## src/rtl/store_buffer_pkg.sv

```systemverilog
// Shared types for the posted-write store buffer: FSM states, queued entry
// layout and default sizing.
package store_buffer_pkg;

   localparam int SB_DEPTH = 4;
   localparam int SB_AW    = 12;

   typedef enum logic [1:0] {
      RUN,
      FLUSH,
      DONE
   } state_e;

   typedef struct packed {
      logic [SB_AW-3:0] waddr;
      logic [3:0]       be;
      logic [31:0]      data;
      logic [31:0]      pc;
   } entry_t;

endpackage

```

## src/rtl/store_buffer_if.sv

```systemverilog
// Store/load request and data-memory port bundle between the MEM stage,
// the store buffer and the data memory.
interface store_buffer_if;

   logic        st_valid;
   logic        st_ready;
   logic [31:0] st_addr;
   logic [3:0]  st_be;
   logic [31:0] st_data;
   logic [31:0] st_pc;

   logic        ld_valid;
   logic        ld_ready;
   logic [31:0] ld_addr;
   logic [31:0] ld_rdata;

   logic        flush_req;
   logic        flush_done;

   logic [31:0] mem_addr;
   logic [31:0] mem_rd;
   logic        mem_we;
   logic [31:0] mem_wd;
   logic [31:0] mem_pc;

   // The store buffer itself.
   modport slave (
      input  st_valid, st_addr, st_be, st_data, st_pc,
      input  ld_valid, ld_addr, flush_req, mem_rd,
      output st_ready, ld_ready, ld_rdata, flush_done,
      output mem_addr, mem_we, mem_wd, mem_pc
   );

   // The pipeline/memory side that drives requests and read data.
   modport master (
      output st_valid, st_addr, st_be, st_data, st_pc,
      output ld_valid, ld_addr, flush_req, mem_rd,
      input  st_ready, ld_ready, ld_rdata, flush_done,
      input  mem_addr, mem_we, mem_wd, mem_pc
   );

endinterface

```

## src/rtl/store_buffer_byte_merge.sv

```systemverilog
// Per-byte-lane overlay: lanes with en_i set take new_i, the rest keep old_i.
module byte_merge (
   input  logic [31:0] old_i,
   input  logic [31:0] new_i,
   input  logic [3:0]  en_i,
   output logic [31:0] out_o
);

   for (genvar b = 0; b < 4; b++) begin : g_lane
      assign out_o[8*b +: 8] = en_i[b] ? new_i[8*b +: 8] : old_i[8*b +: 8];
   end

endmodule

```

## src/rtl/store_buffer.sv

```systemverilog
// Posted-write store buffer: queues byte-enabled stores, drains one per free
// memory cycle by read-modify-write, and forwards pending bytes to loads.
module store_buffer
   import store_buffer_pkg::*;
#(
   parameter int DEPTH = SB_DEPTH,
   parameter int AW    = SB_AW     // must equal SB_AW: entry_t is sized by it
) (
   input  logic         clk,
   input  logic         rst_n,
   store_buffer_if.slave bus
);

   localparam int             PW   = $clog2(DEPTH);
   localparam int             CW   = PW + 1;
   localparam logic [CW-1:0]  FULL = CW'(DEPTH);

   state_e          state_q;
   logic [PW-1:0]   wr_ptr_q, rd_ptr_q;
   logic [CW-1:0]   count_q, count_d;
   entry_t          fifo_q [DEPTH];

   entry_t          head;
   logic            st_fire, load_go, drain;
   logic [AW-3:0]   ld_waddr;
   logic [31:0]     drain_wd;
   logic [31:0]     fwd [DEPTH+1];
   logic            unused_st_addr;

   assign head           = fifo_q[rd_ptr_q];
   assign ld_waddr       = bus.ld_addr[AW-1:2];
   assign unused_st_addr = ^{bus.st_addr[31:AW], bus.st_addr[1:0]};

   assign bus.st_ready   = (state_q == RUN) && (count_q != FULL);
   assign st_fire        = bus.st_valid && bus.st_ready;
   // A full buffer keeps the port for draining so a load stream cannot starve it.
   assign load_go        = (state_q == RUN) && bus.ld_valid && (count_q != FULL);
   assign drain          = ((state_q == FLUSH) || ((state_q == RUN) && !load_go))
                           && (count_q != '0);
   assign bus.ld_ready   = load_go;
   assign bus.flush_done = (state_q == DONE);
   assign bus.mem_we     = drain;

   byte_merge u_drain_merge (
      .old_i (bus.mem_rd),
      .new_i (head.data),
      .en_i  (head.be),
      .out_o (drain_wd)
   );

   // Oldest-to-youngest overlay chain, so the youngest matching byte lands last.
   assign fwd[0] = bus.mem_rd;
   for (genvar i = 0; i < DEPTH; i++) begin : g_fwd
      logic [PW-1:0] idx;
      logic [3:0]    en;
      assign idx = rd_ptr_q + PW'(i);
      assign en  = ((CW'(i) < count_q) && (fifo_q[idx].waddr == ld_waddr))
                   ? fifo_q[idx].be : 4'b0000;
      byte_merge u_fwd_merge (
         .old_i (fwd[i]),
         .new_i (fifo_q[idx].data),
         .en_i  (en),
         .out_o (fwd[i+1])
      );
   end

   // NOTE: every output written in always_comb gets a default first, so no
   // path through the block leaves it unassigned and infers a latch.
   always_comb begin
      bus.mem_addr = '0;
      bus.mem_wd   = '0;
      bus.mem_pc   = '0;
      bus.ld_rdata = '0;
      if (load_go) begin
         bus.mem_addr = bus.ld_addr;
         bus.ld_rdata = fwd[DEPTH];
      end else if (drain) begin
         bus.mem_addr = 32'({head.waddr, 2'b00});
         bus.mem_wd   = drain_wd;
         bus.mem_pc   = head.pc;
      end
   end

   always_comb begin
      count_d = count_q;
      if (st_fire && !drain)      count_d = count_q + 1'b1;
      else if (!st_fire && drain) count_d = count_q - 1'b1;
   end

   // NOTE: state registers use non-blocking assignments so every always_ff
   // samples pre-edge values regardless of evaluation order.
   always_ff @(posedge clk or negedge rst_n) begin
      if (!rst_n) begin
         state_q  <= RUN;
         wr_ptr_q <= '0;
         rd_ptr_q <= '0;
         count_q  <= '0;
      end else begin
         count_q <= count_d;
         if (st_fire) wr_ptr_q <= wr_ptr_q + 1'b1;
         if (drain)   rd_ptr_q <= rd_ptr_q + 1'b1;
         unique case (state_q)
            RUN:     if (bus.flush_req) state_q <= (count_d == '0) ? DONE : FLUSH;
            FLUSH:   if (count_d == '0) state_q <= DONE;
            default: state_q <= RUN;
         endcase
      end
   end

   // NOTE: entry storage has no reset; count_q alone decides which slots are
   // live, so stale contents are never observed.
   always_ff @(posedge clk) begin
      if (st_fire) begin
         fifo_q[wr_ptr_q].waddr <= bus.st_addr[AW-1:2];
         fifo_q[wr_ptr_q].be    <= bus.st_be;
         fifo_q[wr_ptr_q].data  <= bus.st_data;
         fifo_q[wr_ptr_q].pc    <= bus.st_pc;
      end
   end

endmodule

```

## src/flat_wrapper.sv

```systemverilog
// flat-port wrapper written by rule: the top's interface ports become plain ports
module store_buffer_flat import store_buffer_pkg::*;
#(
   parameter int DEPTH = SB_DEPTH,
   parameter int AW    = SB_AW                                                
)
  (clk, rst_n, bus_st_valid, bus_st_addr, bus_st_be, bus_st_data, bus_st_pc, bus_ld_valid, bus_ld_addr, bus_flush_req, bus_mem_rd, bus_st_ready, bus_ld_ready, bus_ld_rdata, bus_flush_done, bus_mem_addr, bus_mem_we, bus_mem_wd, bus_mem_pc);
  store_buffer_if bus_i ();
  input  logic clk;
  input  logic rst_n;
  input wire logic [$bits(bus_i.st_valid)-1:0] bus_st_valid;
  input wire logic [$bits(bus_i.st_addr)-1:0] bus_st_addr;
  input wire logic [$bits(bus_i.st_be)-1:0] bus_st_be;
  input wire logic [$bits(bus_i.st_data)-1:0] bus_st_data;
  input wire logic [$bits(bus_i.st_pc)-1:0] bus_st_pc;
  input wire logic [$bits(bus_i.ld_valid)-1:0] bus_ld_valid;
  input wire logic [$bits(bus_i.ld_addr)-1:0] bus_ld_addr;
  input wire logic [$bits(bus_i.flush_req)-1:0] bus_flush_req;
  input wire logic [$bits(bus_i.mem_rd)-1:0] bus_mem_rd;
  output wire logic [$bits(bus_i.st_ready)-1:0] bus_st_ready;
  output wire logic [$bits(bus_i.ld_ready)-1:0] bus_ld_ready;
  output wire logic [$bits(bus_i.ld_rdata)-1:0] bus_ld_rdata;
  output wire logic [$bits(bus_i.flush_done)-1:0] bus_flush_done;
  output wire logic [$bits(bus_i.mem_addr)-1:0] bus_mem_addr;
  output wire logic [$bits(bus_i.mem_we)-1:0] bus_mem_we;
  output wire logic [$bits(bus_i.mem_wd)-1:0] bus_mem_wd;
  output wire logic [$bits(bus_i.mem_pc)-1:0] bus_mem_pc;
  assign bus_i.st_valid = bus_st_valid;
  assign bus_i.st_addr = bus_st_addr;
  assign bus_i.st_be = bus_st_be;
  assign bus_i.st_data = bus_st_data;
  assign bus_i.st_pc = bus_st_pc;
  assign bus_i.ld_valid = bus_ld_valid;
  assign bus_i.ld_addr = bus_ld_addr;
  assign bus_i.flush_req = bus_flush_req;
  assign bus_i.mem_rd = bus_mem_rd;
  assign bus_st_ready = bus_i.st_ready;
  assign bus_ld_ready = bus_i.ld_ready;
  assign bus_ld_rdata = bus_i.ld_rdata;
  assign bus_flush_done = bus_i.flush_done;
  assign bus_mem_addr = bus_i.mem_addr;
  assign bus_mem_we = bus_i.mem_we;
  assign bus_mem_wd = bus_i.mem_wd;
  assign bus_mem_pc = bus_i.mem_pc;
  store_buffer #(.DEPTH(DEPTH), .AW(AW)) u_core (.clk(clk), .rst_n(rst_n), .bus(bus_i));
endmodule
```

## config.mk

```make
export PLATFORM = sky130hd
export DESIGN_NAME = store_buffer_flat
export DESIGN_NICKNAME = d
export VERILOG_FILES = /design/src/rtl/store_buffer_pkg.sv /design/src/rtl/store_buffer_if.sv /design/src/rtl/store_buffer_byte_merge.sv /design/src/rtl/store_buffer.sv /design/src/flat_wrapper.sv
export SDC_FILE = /design/constraint.sdc
export NUM_CORES = 1
export LEC_CHECK = 0
export CAP_MARGIN = 10
export CORE_ASPECT_RATIO = 1.2
export CORE_MARGIN = 2
export CORE_UTILIZATION = 47
export DETAILED_ROUTE_END_ITERATION = 7
export PLACE_DENSITY = 0.68
export SLEW_MARGIN = 10
export SYNTH_ARGS = -nofsm -noshare
export SYNTH_HDL_FRONTEND = slang
export SYNTH_HIERARCHICAL = 1
export SYNTH_SLANG_ARGS = --single-unit
```

## constraint.sdc

```tcl
create_clock -name clk -period 4.3 [get_ports clk]
set_input_delay 0.43 -clock clk [delete_from_list [all_inputs] [get_ports clk]]
set_output_delay 0.43 -clock clk [all_outputs]
set_load 0.01 [all_outputs]
```

* Yosys cells after proc, flatten, opt, wreduce, memory -nomap -nowiden
Memory sizes are Yosys's and may differ from the RTL's. Cells that the tools add are included.
Word-level totals: flip-flop bits (word level) 9, bits in latches 0, RAM bits 312, memory bits (read-only) 0, bits of input ports 169, logic and storage cells 83, memories kept 1
Memory list:
- u_core.fifo_q | depth 4, width 78, rd ports 4, clocked after Yosys merged registers in 0, write ports 1, RTL line store_buffer.sv:21 | entry_t fifo_q [DEPTH];
Operators by class: add/subtract/negate cells 6, multiply operators 0, div/mod/pow operators 0, order comparisons 4, equal/unequal tests 9, shift operators 0, mux-type cells 39, bitwise gates (word level) 0, reduce and logical (&&, ||, !) cells 20
Operator list (number):
- $mux 32 | 6
- $mux 8 | 20
- $eq 10x10->1 | 4
- $mux 4 | 4
- $logic_and 1x1->1 | 12
- $mux 12 | 1
- $lt 1x3->1 const A | 2
- $lt 2x3->1 const A | 2
- $mux 2 | 3
- $mux 3 | 2
- $add 2x1->2 const B | 2
- $add 2x2->2 const B | 2
- $ne 2x2->1 const B | 2
- $pmux 2 s2 | 1
- $add 3x1->3 const B | 1
- $logic_not 1->1 | 3
- $logic_not 3->1 | 1
- $ne 3x3->1 const B | 1
- $reduce_bool 3->1 | 1
- $sub 3x1->3 const B | 1
- $eq 2x1->1 const B | 1
- $eq 2x2->1 const B | 1
- $logic_not 2->1 | 1
- $mux 1 | 2
- other kinds (2) | 2

* Logic depth before layout (Yosys ltp)
Gate-level depths: netlist of run 1.
depth after elaboration 14, depth in mapped cells 14

* Hierarchy
Netlist of run 1, hierarchy kept.
Modules (own cells, without submodules):
- store_buffer | instances 1, cells each 937, area each 16693.5 um^2
- byte_merge | instances 5, cells each 36, area each 525.5 um^2

* Least setup slack after synthesis of run 1
OpenSTA, ideal clock, no wires.
path type flip-flop to output port, start register u_core.rd_ptr_q[1], end output bus_ld_rdata[0], data arrival time 3.280 ns, data required time 3.870 ns, setup slack 0.590 ns, cell stages (with the launch flop) 14, buffers on the path 3, path through dfrtp_1 > buf_6 > buf_2 > mux2i_1 > mux2i_1 > xor2_1 > nor4_1 > and3_1 > buf_6 > mux2_4 > mux2_4 > mux2_4 > mux2_4 > and3_1
RTL lines:
- start: declaration | RTL line store_buffer.sv:19 | logic [PW-1:0] wr_ptr_q, rd_ptr_q;
- start signal: assignment | RTL line store_buffer.sv:101 | if (drain) rd_ptr_q <= rd_ptr_q + 1'b1;
- end: declaration | RTL line flat_wrapper.sv:22 | output wire logic [$bits(bus_i.ld_rdata)-1:0] bus_ld_rdata;

==> reports/results.md, run 1 <==
- complete, but fails checks — outcome
- setup timing — failing checks
- -12.20 ns — post-route setup TNS
- 0.703 ns — transition at the pin with the smallest max-transition slack
- 0.0406 mm² — Std-Cell Core Area
- 5 — router iterations before antenna repair
- 0.00960 mm² — storage element area
- 0 — DRC
- 30500 µm — Final HPWL DP
- input port to asynchronous set/reset pin — hold crit path type
- 1940 — placed insts
- 4 — number of antenna violations at the first check in global routing
- 0.0280 — share of flip-flops with an asynchronous set or reset after synthesis
- 83 — largest net degree at the start of global routing
- 189 µm — overall die width
- 1294 — Synthesized Nets
- 4.70 ns — final critical-path required period
- 32 — Final setup viols
- 14.8 mW — Power, Total
- done — CTS tree
- 3071 — fill cell count
- flop to primary output — type of the worst setup path
- 0.531 — tightest slew margin relative to the limit
- sky130_fd_sc_hd__clkbuf_16 — Clock Tree Root
- 0.0275 ns — final setup skew
- 312 — number of enable-type register cells in the synthesized netlist
- sky130_fd_sc_hd__edfxtp_1 — top flip-flop cell by instance count after synthesis
- -0.203 ns — worst setup slack before clock tree synthesis
- 70000 µm — global-route wire length before repair
- 8.74 nW — static leakage
- 0.0193 mm² — Post-Syn Area
- 1.09 — final worst path period share
- 0.000434 V — worst supply voltage drop on vdd
- 0.0482 — met3 track utilization from global routing
- u_core/count_q[0] — source of the worst register-to-register timing path
- u_core/rd_ptr_q[0] — CP Launch Point
- 278 — PortBufs
- 548 — DRT iter0 DRCs
- 3 — clock tree buffer depth
- 0 — number of endpoints with negative hold slack in the final report
- 605 mW/mm² — total power density per cell area
- 0.0428 mm² — overall die area
- 0.391 — met2 track demand over resource in global routing
- 321 — flop and latch count out of synthesis
- 0.255 — M1 GR Usage
- 0.06 ns — clk slew on worst S/H paths
- 6 — Syn. warnings
- yes — unrepaired setup endpoints after global routing
- 0 — Slew Limit Fails
- 3.87 ns — endpoint required time on the critical path
- 0.794 — routability congestion estimate
- 0 — maximum capacitance violations
- 226 µm — Die H
- 50 — library cells used by synthesis
- 0.412 — fraction of layout cells with a size suffix above 1
- 45500 µm — total wire length after detailed routing
- flop — critical path launch point type
- 1117 — Post-Synthesis Cells
- 5.72 — vias per cell
- 0.497 — sequential share of the synthesized area
- 0.215 — GRT Util Overall
- 1625 — Net count, final
- 12161 — number of global-route vias before repair
- 26.9% — Area growth, synth to finish
- met2 — most crowded layer after global routing
- 213 MHz — Highest Clock Rate
- 2014 — Finished Layout Cells
- 0.54 ns — clock latency on the worst-skew pair
- 11526 — overall via count from detail_route
- 0.00927 mm² — multi-input logic area
- -0.396 ns — worst-case setup margin in the final layout
- primary output — capturing element type of the critical path
- 4.27 ns — signal arrival time at the worst endpoint
- 301 — num ports
- 17.3 µm² — syn avg cell area
- 321 — clock sink count
- 22.6 µm — routed len/inst
- 0 — final antenna-violating net count
- 34 — cts bufs inserted
- 0.475 — Initial Util
- 0 — aggregate global routing overflow
- 8 — maximum fanout count along the critical path
- 2 — H-tree Lvls
- 81 — row count
## state kept, by name, summed over array words and instances, names as in the netlist
| register | count |
|---|---|
| u_core/rd_ptr_q | 2 |
| u_core/count_q | 3 |
| u_core/wr_ptr_q | 2 |
| u_core/fifo_q | 312 |
| u_core/state_q | 2 |
## what timing repair did
| item | 4_1_cts | 5_1_grt |
|---|---|---|
| buffers inserted | 6 | 6 |
| hold buffers | 0 | 0 |
| resized for setup | 157 | 32 |
| pin swaps | 3 | 6 |
| setup endpoints to repair | 32 | 32 |
## through the flow
| step | instance area [µm²] | hold WS (ns) | utilization |
|---|---|---|---|
| 6_report | 24500 | 0.226 | 0.603 |
| 4_1_cts | 24300 | 0.220 | 0.598 |
| 5_1_grt | 24500 | 0.249 | 0.603 |
| 2_1_floorplan | 19300 | 0.134 | - |
| 3_5_place_dp | 23200 | 0.536 | 0.571 |
| 3_3_place_gp | 23200 | 0.531 | 0.571 |
## routing by layer
metal,part of all wire,vias up
met5,0.0010,-
met4,0.024,6
met3,0.059,65
met2,0.53,304
met1,0.39,5937
li1,-,5214
## critical path, cell delays in order, from the launching register on
cell	delay (ns)
sky130_fd_sc_hd__dfrtp_4	0.46
sky130_fd_sc_hd__buf_6	0.13
sky130_fd_sc_hd__mux4_2	0.54
sky130_fd_sc_hd__xnor2_2	0.17
sky130_fd_sc_hd__nand4_1	0.24
sky130_fd_sc_hd__nor4_2	0.20
sky130_fd_sc_hd__buf_4	0.17
sky130_fd_sc_hd__buf_12	0.10
sky130_fd_sc_hd__and3_4	0.18
sky130_fd_sc_hd__buf_12	0.14
sky130_fd_sc_hd__mux2_4	0.29
sky130_fd_sc_hd__mux2_4	0.26
sky130_fd_sc_hd__mux2_4	0.26
sky130_fd_sc_hd__mux2_4	0.28
sky130_fd_sc_hd__and3_1	0.16
sky130_fd_sc_hd__buf_2	0.14
## worst paths after layout
path	slack (ns)	depth (start not counted)	end
min in group clk	0.52	1	u_core/fifo_q[0][25]
worst min register to register	0.54	1	u_core/wr_ptr_q[0]
worst max register to register	1.17	6	u_core/fifo_q[0][53]
worst max-delay path	-0.40	15	bus_ld_rdata[27]
worst min-delay path	0.23	1	u_core/rd_ptr_q[0]
max in group asynchronous	3.70	1	u_core/rd_ptr_q[1]
## final cells by class
cell class | instances | area share
diodes | 1 | 0.000102
clock buffers | 39 | 0.0363
clock inverters | 23 | 0.00725
inverters | 6 | 0.000919
multi-input cells | 687 | 0.378
flip-flops and latches | 321 | 0.392
well taps | 539 | 0.0275
repair buffers | 398 | 0.158
## power by group
part / leakage (nW) / internal (mW) / switching (mW) / total [mW]
sequential: 2.93 / 3.82 / 0.212 / 4.04
combinational: 5.29 / 4.46 / 3.54 / 8.01
clock: 0.527 / 1.57 / 1.22 / 2.80
total: 8.74 / 9.86 / 4.98 / 14.8
## logic make-up after synthesis
group                      Yosys count  share of synthesized area
xor gates and xnor gates            49                     0.0222
buffers and inverters              109                     0.0352
adders and majority gates            8                    0.00518
DFF                                321                      0.497
muxes                              398                      0.364
and+or+nand+nor                    187                     0.0578
AOI/OAI and AO/OA                   45                     0.0190
## cells in the mapped netlist (10+ instances only)
| library cell | number | area (µm²) |
|---|---|---|
| sky130_fd_sc_hd__mux2i_1 | 44 | 440 |
| sky130_fd_sc_hd__a21oi_1 | 10 | 50.1 |
| sky130_fd_sc_hd__edfxtp_1 | 312 | 9370 |
| sky130_fd_sc_hd__and2_1 | 65 | 407 |
| sky130_fd_sc_hd__clkbuf_1 | 32 | 120 |
| sky130_fd_sc_hd__xor2_1 | 16 | 140 |
| sky130_fd_sc_hd__mux2_4 | 160 | 2400 |
| sky130_fd_sc_hd__buf_6 | 24 | 270 |
| sky130_fd_sc_hd__xnor2_1 | 33 | 289 |
| sky130_fd_sc_hd__and3_1 | 67 | 419 |
| sky130_fd_sc_hd__mux4_2 | 177 | 3990 |
| sky130_fd_sc_hd__nor2_1 | 15 | 56.3 |
| sky130_fd_sc_hd__buf_4 | 13 | 97.6 |
| sky130_fd_sc_hd__nand2_1 | 11 | 41.3 |
| sky130_fd_sc_hd__buf_2 | 33 | 165 |
## layout by cell type (no fill, tap or decap), drive strengths merged, types with 2 or more instances in the layout
cell type / count
nand3: 6
ha: 8
and3: 67
edfxtp: 312
xnor2: 33
or3: 5
nand2: 11
o21ai: 7
mux2: 175
nand4: 3
inv: 9
o2bb2ai: 2
a21oi: 10
clkbuf: 39
a2111oi: 7
mux2i: 46
dfrtp: 9
buf: 153
a22o: 7
clkinvlp: 2
nor2: 15
nor3: 4
xor2: 16
clkinv: 17
mux4: 177
o211ai: 2
nor3b: 3
and2: 65
o311a: 2
clkdlybuf4s50: 245
nor2b: 2
nor4: 3
(Power assumes the default switching activity.)
==> run 2, diff against run 1 <==
Settings changed: CORE_UTILIZATION 47 to 40, PLACE_DENSITY 0.68 to 0.59.
==> run 2 against run 1 <==
The flow still finishes with violations (setup timing). Hold slack worse by 0.0081 ns. First-iteration DRC count shrank 7.8%. Count of clock-buffer cells in the layout up 6. Die area up 17%. Clock skew shrank 0.011 ns. Fmax grew 1.1%. Register-to-register slack is essentially flat. Combinational power is 1% higher. Routed wire length rose by 2.9%. Sequential cell count is the same. Global-route usage down 2.6 points. Worst setup slack gained 0.052 ns. Critical path type unchanged. Critical endpoint is now bus_ld_rdata[11]. Highest routed layer unchanged.
==> reports/results.md, run 2 (synthesis gave the netlist of run 1 again) <==
- 1.08 — final worst path period share
- multiplexers — family with the most delay on the worst path
- sky130_fd_sc_hd__edfxtp_1 (312), sky130_fd_sc_hd__clkdlybuf4s50_1 (245), sky130_fd_sc_hd__mux4_2 (177) — commonest cells after routing, fill and taps aside
- buf_12 -> mux4_2 -> xnor2_2 -> nand4_1 -> nor4_2 -> buf_4 -> buf_12 -> and3_4 -> buf_12 -> mux2_4 -> mux2_4 -> mux2_4 -> mux2_4 -> and3_1 -> buf_2 — cell-by-cell listing of the critical path
- 0.514 — Core Util, Final
- 14.9 mW — Power, Total
- flop to primary output — type of the worst setup path
- 5 — router iterations before antenna repair
- 5 — total buffers and inverters traversed by the critical path
- u_core/rd_ptr_q[0] — CP Launch Point
- 0 — aggregate global routing overflow
- 71700 µm — global-route wire length before repair
- sky130_fd_sc_hd__edfxtp_1 — commonest non-fill, non-tap cell in the layout
- 2 — H-tree Lvls
- 0 — final antenna-violating net count
- -0.344 ns — worst-case setup margin in the final layout
- 245 µm — Die H
- 0 — number of endpoints with negative hold slack in the final report
- 11376 — overall via count from detail_route
- u_core/fifo_q — register with the most flip-flops
- 1.16 ns — flop-to-flop setup slack
- sky130_fd_sc_hd__dfrtp_4 — cell with the largest stage delay on the worst path
- 9.95 mW — internal power summed over all cells
- -0.250 ns — worst setup slack before clock tree synthesis
- 321 — clock sink count
- 4 — number of antenna violations at the first check in global routing
- 0.541 — Comb power frac
- 278 — PortBufs
- 3992 — fill cell count
- done — CTS tree
- 4.21 ns — signal arrival time at the worst endpoint
- 88 — row count
- 0.403 — fraction of layout cells with a size suffix above 1
- 2027 — placed insts
- 0.403 — Initial Util
- 0.0479 mm² — Std-Cell Core Area
- 0.188 — portion of total power attributed to the clock network
- 0.54 ns — clock latency on the worst-skew pair
- 3.87 ns — endpoint required time on the critical path
- complete, but fails checks — outcome
- u_core/fifo_q: 312 flops, u_core/count_q: 3 flops — leading registers by flop count
- 5.00 mW — switching power total
- 12002 — number of global-route vias before repair
- 0.0170 ns — final setup skew
- sky130_fd_sc_hd__clkbuf_16 — Clock Tree Root
- 0.797 ns — transition at the pin with the smallest max-transition slack
- 607 mW/mm² — total power density per cell area
- 0 — DRC
- 0.05 ns — clk slew on worst S/H paths
- 312 — number of flip-flops under the largest register name
- 301 — num ports
- 5.42 — vias per cell
- 32500 µm — Final HPWL DP
- 0.0246 mm² — final cell area excluding filler cells
- 0.469 — tightest slew margin relative to the limit
- 0.000380 V — worst supply voltage drop on vdd
- 22.3 µm — routed len/inst
- 0 — Post-CTS Hold Buffers
- 0.334 — Switching Fraction
- 6 — cell depth of the worst flop-to-flop path
- 27.5% — Area growth, synth to finish
- 0.783 — routability congestion estimate
- 64 — largest net degree at the start of global routing
- 0.0501 mm² — overall die area
- 8 — maximum fanout count along the critical path
- 0.271 — register share of total power
- 32 — Final setup viols
- 215 MHz — Highest Clock Rate
- 205 µm — overall die width
- input port to asynchronous set/reset pin — hold crit path type
- 46800 µm — total wire length after detailed routing
- 4.64 ns — final critical-path required period
- 3 — clock tree buffer depth
- 8.79 nW — static leakage
- yes — unrepaired setup endpoints after global routing
- 0.218 ns — Final Hold Slack
- 0 — Slew Limit Fails
- u_core/fifo_q[1][35] — reg-to-reg endpoint
- setup timing — failing checks
- bus_ld_rdata[11] — critical path capture point
- 0.188 — GRT Util Overall
- 0.00960 mm² — storage element area
- 0 — maximum capacitance violations
- 0.0233 mm² — dpl cell area
- flop — critical path launch point type
- 0.53 ns — largest stage delay on the critical path
- 2100 — Finished Layout Cells
- 1620 — Net count, final
- 15 — CP Depth
- -9.73 ns — post-route setup TNS
- 505 — DRT iter0 DRCs
- sky130_fd_sc_hd__mux2_4 — Top cell by count, worst path
- 0.00929 mm² — multi-input logic area
- 35 — cts bufs inserted
- u_core/count_q[0] — source of the worst register-to-register timing path
- primary output — capturing element type of the critical path
==> run 2: cell count changes in the layout (fill, tap and decap cells not counted), moves of 4 or more <==
cell                       before  now
sky130_fd_sc_hd__buf_4         99   87
sky130_fd_sc_hd__and3_1        37   48
sky130_fd_sc_hd__and3_4        30   19
sky130_fd_sc_hd__buf_2         14   23
sky130_fd_sc_hd__buf_6         22   13
sky130_fd_sc_hd__buf_12        18   23
sky130_fd_sc_hd__clkinv_2      10    5
sky130_fd_sc_hd__clkbuf_1       4    8
sky130_fd_sc_hd__xnor2_1       29   25
sky130_fd_sc_hd__xnor2_2        4    8
==> run 2: cell type report <==
class                      count  share of cell area
antenna                        2            0.000203
sequential                   321               0.390
inverter                       6            0.000914
tap                          630              0.0320
clock inverter                17             0.00594
timing repair buffer         392               0.156
clock buffer                  45              0.0379
multi-input combinational    687               0.377
==> run 2: worst min-delay path by stage <==
stage	to	slack, ns	cells past startpoint
2_1_floorplan	u_core/count_q[0]	0.13	0
3_3_place_gp	u_core/wr_ptr_q[0]	0.53	1
3_5_place_dp	u_core/wr_ptr_q[0]	0.52	1
4_1_cts	u_core/count_q[1]	0.20	1
5_1_grt	u_core/count_q[1]	0.23	1
6_report	u_core/state_q[0]	0.22	1
==> run 2: worst reg2reg max path, stage by stage, from the launching register on <==
cell and delay, ns:
sky130_fd_sc_hd__dfrtp_1 0.46, sky130_fd_sc_hd__inv_1 0.12, sky130_fd_sc_hd__ha_1 0.27, sky130_fd_sc_hd__a211oi_4 0.22, sky130_fd_sc_hd__buf_4 0.57, sky130_fd_sc_hd__and3_4 0.67, sky130_fd_sc_hd__buf_4 0.46
==> run 2: timing repair <==
action                     in CTS  in global routing
pin swaps                       8                  7
setup endpoints to repair      32                 39
gates resized for setup       162                 17
cloned                          0                  0
hold endpoints to repair        0                  0
buffers inserted               10                  1
==> run 2: power by group through the flow <==
| stage | registers [mW] | clock network (mW) | logic (mW) |
|---|---|---|---|
| 3_5_place_dp | 4.12 | 0 | 8.03 |
| 5_1_grt | 4.09 | 3.02 | 8.69 |
| 6_report | 4.04 | 2.81 | 8.09 |
| 3_3_place_gp | 4.10 | 0 | 8.02 |
| 2_1_floorplan | 4.03 | 0 | 5.27 |
| 4_1_cts | 4.05 | 2.91 | 8.21 |
==> run 2: routing by layer <==
layer  track usage  share of wire  up-vias
li1              -              -     5203
met1         0.238           0.41     5862
met2         0.333           0.52      245
met3        0.0316          0.044       62
met4        0.0494          0.021        4
met5             0        0.00064        -
==> run 3, diff against run 2 <==
Settings changed: CORE_UTILIZATION 40 to 47, PLACE_DENSITY 0.59 to 0.68.
==> results of run 3 <==
Final layout, timing and power as in run 1 (identical DEF).
